**src/rtl/key_buffer_reader.sv**
```systemverilog
`default_nettype none
// ============================================================================
// Module      : key_buffer_reader
// Description : Consumer end of the keypoint buffer. Follows the raster scan
//               position, pops the buffer head once its descriptor window is
//               complete (or once it can no longer complete), and forwards
//               matched records through a small valid/ready output FIFO.
// Revision    : 1.0 - initial release
// ============================================================================
module key_buffer_reader #(
  parameter int IMG_W      = 640,
  parameter int IMG_H      = 480,
  parameter int OFF_X      = 15,
  parameter int OFF_Y      = 15,
  parameter int FIFO_DEPTH = 4
) (
  input  logic        i_clk,
  input  logic        i_rst,
  input  logic        i_frame_start,
  input  logic        i_pix_valid,
  input  logic [11:0] i_head_sin,
  input  logic [11:0] i_head_cos,
  input  logic [9:0]  i_head_x,
  input  logic [9:0]  i_head_y,
  input  logic [7:0]  i_head_score,
  output logic        o_hit,
  output logic        o_valid,
  input  logic        i_ready,
  output logic [11:0] o_sin,
  output logic [11:0] o_cos,
  output logic [9:0]  o_coor_x,
  output logic [9:0]  o_coor_y,
  output logic [7:0]  o_score,
  output logic [15:0] o_drop_cnt
);

  localparam int          AW      = $clog2(FIFO_DEPTH);
  localparam int          RW      = 52;
  localparam logic [10:0] C_X_MAX = 11'(IMG_W - 1);
  localparam logic [10:0] C_Y_MAX = 11'(IMG_H - 1);
  localparam logic [10:0] C_OFF_X = 11'(OFF_X);
  localparam logic [10:0] C_OFF_Y = 11'(OFF_Y);
  localparam logic [AW:0] C_FULL  = (AW + 1)'(FIFO_DEPTH);

  typedef enum logic [0:0] {
    ST_IDLE = 1'b0,
    ST_SCAN = 1'b1
  } state_t;

  state_t          state_q, state_d;
  logic [9:0]      cur_x_q, cur_x_d, cur_y_q, cur_y_d;
  logic [RW-1:0]   mem_q [FIFO_DEPTH];
  logic [RW-1:0]   mem_d [FIFO_DEPTH];
  logic [AW-1:0]   wr_ptr_q, wr_ptr_d, rd_ptr_q, rd_ptr_d;
  logic [AW:0]     count_q, count_d;
  logic [15:0]     drop_cnt_q, drop_cnt_d;

  logic [9:0]  pos_x, pos_y;
  logic [10:0] tx_sum, ty_sum;
  logic [9:0]  tx, ty;
  logic        scan, head_ok, match, stale, full, empty, push, pop, drop;

  // Scan position of the current pixel, clamped target, and hit decisions.
  // A frame-start pixel is (0,0) regardless of the stored counters.
  always_comb begin
    pos_x   = i_frame_start ? 10'd0 : cur_x_q;
    pos_y   = i_frame_start ? 10'd0 : cur_y_q;
    tx_sum  = {1'b0, i_head_x} + C_OFF_X;
    ty_sum  = {1'b0, i_head_y} + C_OFF_Y;
    tx      = (tx_sum > C_X_MAX) ? C_X_MAX[9:0] : tx_sum[9:0];
    ty      = (ty_sum > C_Y_MAX) ? C_Y_MAX[9:0] : ty_sum[9:0];
    scan    = (state_q == ST_SCAN);
    head_ok = (i_head_score != 8'd0);
    match   = scan && i_pix_valid && head_ok && (pos_x == tx) && (pos_y == ty);
    stale   = scan && head_ok && ((ty < pos_y) || ((ty == pos_y) && (tx < pos_x)));
    full    = (count_q == C_FULL);
    empty   = (count_q == '0);
    push    = match && !full;
    pop     = !empty && i_ready;
    drop    = (stale || (match && full)) && (drop_cnt_q != 16'hFFFF);
  end

  // Next-state for FSM, scan counters, FIFO and drop counter.
  always_comb begin
    state_d    = state_q;
    cur_x_d    = pos_x;
    cur_y_d    = pos_y;
    mem_d      = mem_q;
    wr_ptr_d   = wr_ptr_q;
    rd_ptr_d   = rd_ptr_q;
    count_d    = count_q;
    drop_cnt_d = drop_cnt_q;

    if (!scan && i_frame_start) begin
      state_d = ST_SCAN;
    end

    // Pixels only advance the counters once scanning (or on the sync pixel).
    if ((scan || i_frame_start) && i_pix_valid) begin
      if (pos_x == C_X_MAX[9:0]) begin
        cur_x_d = 10'd0;
        cur_y_d = (pos_y == C_Y_MAX[9:0]) ? 10'd0 : pos_y + 10'd1;
      end else begin
        cur_x_d = pos_x + 10'd1;
      end
    end

    if (push) begin
      mem_d[wr_ptr_q] = {i_head_sin, i_head_cos, i_head_x, i_head_y, i_head_score};
      wr_ptr_d        = wr_ptr_q + AW'(1);
    end
    if (pop) begin
      rd_ptr_d = rd_ptr_q + AW'(1);
    end
    if (push && !pop) begin
      count_d = count_q + (AW + 1)'(1);
    end else if (!push && pop) begin
      count_d = count_q - (AW + 1)'(1);
    end

    if (drop) begin
      drop_cnt_d = drop_cnt_q + 16'd1;
    end
  end

  // State registers; reset empties the FIFO and returns to idle.
  always_ff @(posedge i_clk or posedge i_rst) begin
    if (i_rst) begin
      state_q    <= ST_IDLE;
      cur_x_q    <= '0;
      cur_y_q    <= '0;
      wr_ptr_q   <= '0;
      rd_ptr_q   <= '0;
      count_q    <= '0;
      drop_cnt_q <= '0;
      for (int i = 0; i < FIFO_DEPTH; i++) begin
        mem_q[i] <= '0;
      end
    end else begin
      state_q    <= state_d;
      cur_x_q    <= cur_x_d;
      cur_y_q    <= cur_y_d;
      wr_ptr_q   <= wr_ptr_d;
      rd_ptr_q   <= rd_ptr_d;
      count_q    <= count_d;
      drop_cnt_q <= drop_cnt_d;
      mem_q      <= mem_d;
    end
  end

  assign o_hit      = match || stale;
  assign o_valid    = !empty;
  assign o_drop_cnt = drop_cnt_q;
  assign {o_sin, o_cos, o_coor_x, o_coor_y, o_score} = mem_q[rd_ptr_q];

endmodule
`default_nettype wire

```
**config.mk**
```make
export PLATFORM = sky130hd
export DESIGN_NAME = key_buffer_reader
export DESIGN_NICKNAME = d
export VERILOG_FILES = /design/src/rtl/key_buffer_reader.sv
export SDC_FILE = /design/constraint.sdc
export NUM_CORES = 1
export LEC_CHECK = 0
export BUFFER_PORTS_ARGS = -buffer_cell sky130_fd_sc_hd__buf_2
export CAP_MARGIN = 15
export CORE_MARGIN = 8
export CORE_UTILIZATION = 60
export CTS_BUF_LIST = sky130_fd_sc_hd__clkbuf_4 sky130_fd_sc_hd__clkbuf_8 sky130_fd_sc_hd__clkbuf_16
export DETAILED_ROUTE_END_ITERATION = 10
export PLACE_DENSITY = 0.92
export SLEW_MARGIN = 20
export SYNTH_ARGS = -nofsm -noshare
export SYNTH_HDL_FRONTEND = slang
export SYNTH_SLANG_ARGS = --single-unit
```
**constraint.sdc**
```tcl
create_clock -name i_clk -period 12.5 [get_ports i_clk]
set_input_delay 2.5 -clock i_clk [delete_from_list [all_inputs] [get_ports i_clk]]
set_output_delay 2.5 -clock i_clk [all_outputs]
set_load 0.005 [all_outputs]
```
==> impl_metrics.env, run 1 <==
export IMPL_status="finished, final reports clean"
export IMPL_antenna_found_initial=1
export IMPL_final_cells=1310
export IMPL_yosysMostFrequentCell="dfrtp_1"
export IMPL_crit_slowest_cell="nor4_1"
export IMPL_cts_hold_buffers=0
export IMPL_min_path_type="flop to flop"
export IMPL_synth_top_area_cell="dfrtp_1"
export IMPL_cpPeakStageDelay_ns=0.54
export IMPL_critPathTopFamily="simple AND/OR/NAND/NOR gates"
export IMPL_grt_max_degree=109
export IMPL_grt_pass1_vias=8435
export IMPL_coreArea_sq_um=21800
export IMPL_avgSynthCellArea_sq_um=14.7
export IMPL_wl_um=28800
export IMPL_die_h_um=165
export IMPL_synth_distinct_cells=59
export IMPL_ys_ff_latch=252
export IMPL_met2_usage=0.356
export IMPL_synth_edf_count=0
export IMPL_cts_root_buf="clkbuf_16"
export IMPL_hpwlAfterDp_um=18100
export IMPL_synth_cells=901
export IMPL_setup_viol_count_final=0
export IMPL_postLayoutSetupSlackWorst_ns=4.11
export IMPL_synth_top_area_share=0.475
export IMPL_tightest_slew_ns=1.16
export IMPL_synth_common_cells="dfrtp_1 (252), mux2_4 (200), mux4_2 (52), nand2_1 (37), ha_1 (32)"
export IMPL_use_met3=0.0341
export IMPL_clk_latency_ns=0.54
export IMPL_fin_worst_skew_ns=0.0181
export IMPL_die_x_um=165
export IMPL_place_inst=1259
export IMPL_grt_pass1_wl_um=46700
export IMPL_hold_viol_final=0
export IMPL_required_ns=10.00
export IMPL_max_freq_ghz=0.119
export IMPL_path_max_fanout=10
export IMPL_io_pins=127
export IMPL_max_cap_violations=0
export IMPL_ant_nets=0
export IMPL_synth_ff_type="dfrtp_1"
export IMPL_gr_usage_met1=0.292
export IMPL_irDropWorstVdd_mv=0.129
export IMPL_first_iter_violations=433
export IMPL_viasPerCell=5.97
export IMPL_cts_path_max_buffers=3
export IMPL_yosysWarnings=0
export IMPL_path_buf_inv=3
export IMPL_p_total_mw=1.80
export IMPL_crit_chain="buf_2 -> inv_1 -> ha_1 -> nand2b_1 -> o21a_1 -> nor4b_1 -> o21ai_1 -> a221oi_2 -> nor2_2 -> o21ai_1 -> ha_1 -> nand4_1 -> o21bai_1 -> a31oi_1 -> nor4_1 -> nor2_1 -> nand2_1 -> buf_2"
export IMPL_p_leak_nw=7.19
export IMPL_syn_num_nets=991
export IMPL_grt_ovfl_total=0
export IMPL_slew_limit_headroom=0.229
export IMPL_rsz0062_at_grt="false"
export IMPL_design_die_area_sq_um=27100
export IMPL_drc=0
export IMPL_numPortBuffers=126
export IMPL_h_tree_depth=1
export IMPL_wl_per_cell_um=22.0
export IMPL_slew_viol_final=0
export IMPL_firstDrtPassIters=5
export IMPL_cp_arrival_ns=5.89
export IMPL_endpoint_kind="primary output"
export IMPL_layout_drive_gt1_share=0.441
export IMPL_period_minus_slack_ns=8.39
export IMPL_synth_cell_area_sq_um=13300
export IMPL_synth_area_top_cells="dfrtp_1 (48%), mux2_4 (23%), mux4_2 (8.8%)"
export IMPL_cts_tree="built"
export IMPL_synthArstFlopShare=1.00
export IMPL_cts_resized=0
export IMPL_grt_util_all_layers=0.215
export IMPL_gp_congestion=0.832
export IMPL_num_nets_final=1099
export IMPL_whs_ns=0.492
export IMPL_numCtsBuffers=27
export IMPL_num_vias=7827
export IMPL_cts_sinks=252
export IMPL_clk_pin_slew_ns=0.06
export IMPL_rrSetupSlack_ns=8.56
export IMPL_cellPowerDensity_nw_per_um2=121
export IMPL_path_class="input pin to primary output"
export IMPL_syn2layout_area_growth_pct=12.4
export IMPL_setup_tns_ns=0
export IMPL_initial_core_util=0.610
export IMPL_rows=54
export IMPL_postCtsSetupRepairBufs=0
export IMPL_timing_critical_path_from_type="input pin"
export IMPL_period_share=0.671
export IMPL_ys_seq_area_frac=0.475
export IMPL_busiest_layer="met2"
export IMPL_dpl_worst_slack_ns=4.15
[per-stage QoR]
stage          instance area, sq um   util
5_1_grt                       14900  0.685
3_3_place_gp                  13900  0.639
3_5_place_dp                  13900  0.639
4_1_cts                       14900  0.684
6_report                      14900  0.685
2_1_floorplan                 13300      -
[flip-flops by register name (all words and copies together) (netlist names)]
name,flops
o_drop_cnt,16
rd_ptr_q,2
count_q,3
wr_ptr_q,2
cur_x_q,10
mem_q,208
scan,1
cur_y_q,10
[report_power, final]
| part | total (mW) | switching [mW] | internal (mW) |
|---|---|---|---|
| clock | 0.856 | 0.334 | 0.522 |
| sequential | 0.836 | 0.0106 | 0.826 |
| combinational | 0.110 | 0.0694 | 0.0407 |
| total | 1.80 | 0.414 | 1.39 |
[per-layer routing]
metal	wire (um)	part of all wire	up-vias
met2	14100	0.49	213
li1	-	-	3479
met1	12600	0.44	4085
met3	1400	0.049	50
met5	0	0	-
met4	718	0.025	0
[cell usage in the layout, fill, tap and decap left out, types with 6 or more instances in the layout]
master,instances
nand4_1,10
nor3_1,15
nor2b_1,12
nor4_1,8
o21ai_1,6
dfrtp_1,250
mux2_1,9
mux2_4,200
inv_1,22
clkbuf_16,27
nand2_1,37
nand2b_1,18
ha_1,32
mux4_2,52
xor2_1,25
and3_1,9
buf_2,126
a21oi_1,9
xnor2_1,19
nand3_1,22
clkbuf_8,11
nor2_1,21
[layout make-up]
cell class | count | area [sq um]
Timing Repair Buffer | 132 | 692
Clock buffer | 38 | 827
Inverter | 23 | 93.8
Antenna cell | 1 | 2.50
Fill cell | 1452 | 6850
Multi-Input combinational cell | 573 | 6480
Sequential cell | 252 | 6310
Tap cell | 280 | 350
Clock inverter | 11 | 145
[cells by family (layout without fill, tap and decap cells)]
| group | after synthesis | in the layout | share of synthesized area |
|---|---|---|---|
| AND/OR/NAND/NOR | 183 | 183 | 0.0767 |
| other | 1 | 2 | 0.000283 |
| multiplexers | 267 | 267 | 0.327 |
| XOR/XNOR | 44 | 44 | 0.0290 |
| adder cells (fa/ha/maj) | 33 | 33 | 0.0317 |
| flip-flops | 252 | 252 | 0.475 |
| AO/OA/AOI/OAI | 45 | 45 | 0.0240 |
| buffers and inverters | 76 | 204 | 0.0359 |
[final timing paths]
| kind | from | endpoint | cells past startpoint |
|---|---|---|---|
| setup / recovery | i_head_y[0] | o_hit | 18 |
| hold / removal | mem_q[51] | mem_q[51] | 1 |
| setup reg to reg | cur_y_q[5] | mem_q[153] | 10 |
| hold reg to reg | mem_q[51] | mem_q[51] | 1 |
| max in group asynchronous | i_rst | mem_q[162] | 3 |
| min in group asynchronous | i_rst | mem_q[184] | 2 |
No activity file was read; power rests on OpenSTA's default activity.
==> inputs of run 2 (changes only) <==
ABC_AREA = 1   (was unset)
clock period = 8.6 ns   (was 12.5 ns; I/O delays follow)
==> impl_metrics.env, run 2 <==
export IMPL_status="finished, final reports clean"
export IMPL_endpoint_kind="primary output"
export IMPL_path_max_fanout=9
export IMPL_initial_core_util=0.609
export IMPL_cts_root_buf="clkbuf_16"
export IMPL_final_cells=1943
export IMPL_synth_top_area_cell="dfrtp_1"
export IMPL_grt_max_degree=106
export IMPL_numCtsBuffers=26
export IMPL_fill_cells=1639
export IMPL_synth_cells=1568
export IMPL_regArea_sq_um=6310
export IMPL_die_x_um=162
export IMPL_fin_worst_skew_ns=0.0146
export IMPL_io_pins=127
export IMPL_min_path_type="flop to flop"
export IMPL_largest_register_ffs=208
export IMPL_utilization=0.677
export IMPL_syn2layout_area_growth_pct=11.2
export IMPL_p_total_mw=3.37
export IMPL_placed_area_sq_um=13300
export IMPL_cpPeakStageDelay_ns=0.30
export IMPL_wl_um=31200
export IMPL_path_class="input pin to primary output"
export IMPL_synth_cell_area_sq_um=12800
export IMPL_antenna_found_initial=0
export IMPL_hold_viol_final=0
export IMPL_ys_ff_latch=252
export IMPL_ant_nets=0
export IMPL_slew_viol_final=0
export IMPL_p_leak_nw=7.10
export IMPL_irDropWorstVdd_mv=0.147
export IMPL_crit_slowest_cell="ha_1"
export IMPL_routed_top_layer="met4"
export IMPL_multi_input_area_sq_um=5430
export IMPL_grt_pass1_vias=10900
export IMPL_period_minus_slack_ns=6.17
export IMPL_viasPerCell=5.70
export IMPL_gp_congestion=0.911
export IMPL_die_h_um=162
export IMPL_crit_chain="buf_2 -> inv_1 -> ha_1 -> nor3_1 -> nand2_1 -> nor2_1 -> nand2_1 -> nand2_1 -> nand3_1 -> nand2_1 -> nor2_1 -> ha_1 -> nand2_1 -> nor2_1 -> nand3b_1 -> nor2_1 -> nand2_1 -> nand2_1 -> nand2_1 -> nand2_1 -> buf_2"
export IMPL_critPathTopFamily="simple AND/OR/NAND/NOR gates"
export IMPL_avgSynthCellArea_sq_um=8.14
export IMPL_setup_viol_count_final=0
export IMPL_period_share=0.717
export IMPL_grt_pass1_wl_um=52200
export IMPL_synthArstFlopShare=1.00
export IMPL_postCtsSetupRepairBufs=0
export IMPL_fin_area_sq_um=14200
export IMPL_cts_hold_buffers=0
export IMPL_wl_met2_um=15300
export IMPL_drc=0
export IMPL_cp_arrival_ns=4.45
export IMPL_cellPowerDensity_nw_per_um2=237
export IMPL_cp_common_cell="nand2_1"
export IMPL_h_tree_depth=1
export IMPL_first_iter_violations=1176
export IMPL_firstDrtPassIters=5
export IMPL_layout_drive_gt1_share=0.131
export IMPL_cts_sinks=252
export IMPL_path_buf_inv=3
export IMPL_synth_edf_count=0
export IMPL_ys_seq_area_frac=0.494
export IMPL_whs_ns=0.479
export IMPL_synth_area_top_cells="dfrtp_1 (49%), nand2_1 (11%), o21ai_0 (8.6%)"
export IMPL_design_die_area_sq_um=26200
export IMPL_grt_ovfl_total=0
export IMPL_dpl_worst_slack_ns=2.55
export IMPL_coreArea_sq_um=21000
export IMPL_grt_util_all_layers=0.235
export IMPL_num_vias=11100
export IMPL_tightest_slew_ns=1.07
export IMPL_combPwrFrac=0.295
export IMPL_synth_top_area_share=0.494
export IMPL_clockPowerShare=0.338
export IMPL_rsz0062_at_grt="false"
export IMPL_postLayoutSetupSlackWorst_ns=2.43
export IMPL_layout_commonest_cell="nand2_1"
export IMPL_p_int_mw=2.23
export IMPL_timing_critical_path_from_type="input pin"
export IMPL_cts_resized=0
export IMPL_wl_per_cell_um=16.1
export IMPL_syn_num_nets=1658
export IMPL_cts_path_max_buffers=3
export IMPL_max_cap_violations=0
export IMPL_yosysMostFrequentCell="nand2_1"
export IMPL_synth_ff_type="dfrtp_1"
export IMPL_hpwlAfterDp_um=19500
export IMPL_num_nets_final=1738
export IMPL_top_register="mem_q"
export IMPL_clk_latency_ns=0.52
export IMPL_layout_common_cells="nand2_1 (375), dfrtp_1 (251), o21ai_0 (218), nor2_1 (168), buf_2 (126)"
export IMPL_slew_limit_headroom=0.287
export IMPL_cts_tree="built"
export IMPL_required_ns=6.88
export IMPL_drt_met1_wl_um=12900
export IMPL_power_switching_mw=1.14
export IMPL_synth_distinct_cells=40
export IMPL_clk_pin_slew_ns=0.06
export IMPL_wl_met3_um=2550
export IMPL_rows=53
export IMPL_sw_frac_of_total=0.337
export IMPL_place_inst=1894
export IMPL_seq_power_share=0.367
export IMPL_synth_common_cells="nand2_1 (375), dfrtp_1 (252), o21ai_0 (218), nor2_1 (168), inv_1 (127)"
export IMPL_numPortBuffers=126
export IMPL_setup_tns_ns=0
export IMPL_max_freq_ghz=0.162
export IMPL_yosysWarnings=0
export IMPL_antenna_cells=0
-- run 2: final timing paths --
path	to	startpoint	cells after the start	slack [ns]
worst min-delay path	mem_q[90]	mem_q[90]	2	0.48
max in group asynchronous	cur_y_q[8]	i_rst	4	5.92
worst min register to register	mem_q[90]	mem_q[90]	2	0.48
worst max register to register	o_drop_cnt[8]	cur_y_q[6]	15	5.53
min in group asynchronous	mem_q[52]	i_rst	3	1.43
worst max-delay path	o_hit	i_head_y[0]	21	2.43
-- run 2: logic make-up (layout without fill, tap and decap cells) --
family	Yosys count	count (layout)	share of synthesized area
xor+xnor	24	24	0.0165
flops	252	252	0.494
simple gates	652	652	0.210
other cells	1	1	0.000294
compound gates	390	390	0.162
buf+inv	214	314	0.0820
mux	2	2	0.00167
fa+ha+maj	33	33	0.0330
-- run 2: worst register-to-register path, stage by stage (launching register included) --
cell and delay, ns:
dfrtp_1 0.35, inv_1 0.06, nor2_1 0.22, inv_1 0.12, ha_1 0.30, nand2_1 0.06
nor2_2 0.11, nand3b_1 0.14, nor2_1 0.14, nand2_1 0.09, inv_2 0.11, nand2_1 0.07
nand2_1 0.60, nand2_1 0.39, nand2_1 0.15, nand2_1 0.06
-- run 2: final cells by class --
cell class              count  share of cell area
flip-flops and latches    252               0.445
multi-input cells        1102               0.383
clock buffers              38              0.0556
repair buffers            135              0.0509
inverters                 131              0.0354
well taps                 275              0.0243
clock inverters            10             0.00635
-- run 2: routing by layer --
metal,GRT usage,vias up
met2,0.397,434
li1,-,5314
met3,0.0423,54
met5,0,-
met4,0.0585,0
met1,0.309,5273
-- run 2: power by group through the flow --
stage	Combinational [mW]	Sequential (mW)	Clock, mW
after detailed placement	0.991	1.26	0
after global placement	0.969	1.25	0
after floorplan	0.607	1.25	0
after CTS	1.00	1.23	1.15
final	0.994	1.23	1.14
after global routing	1.10	1.24	1.20
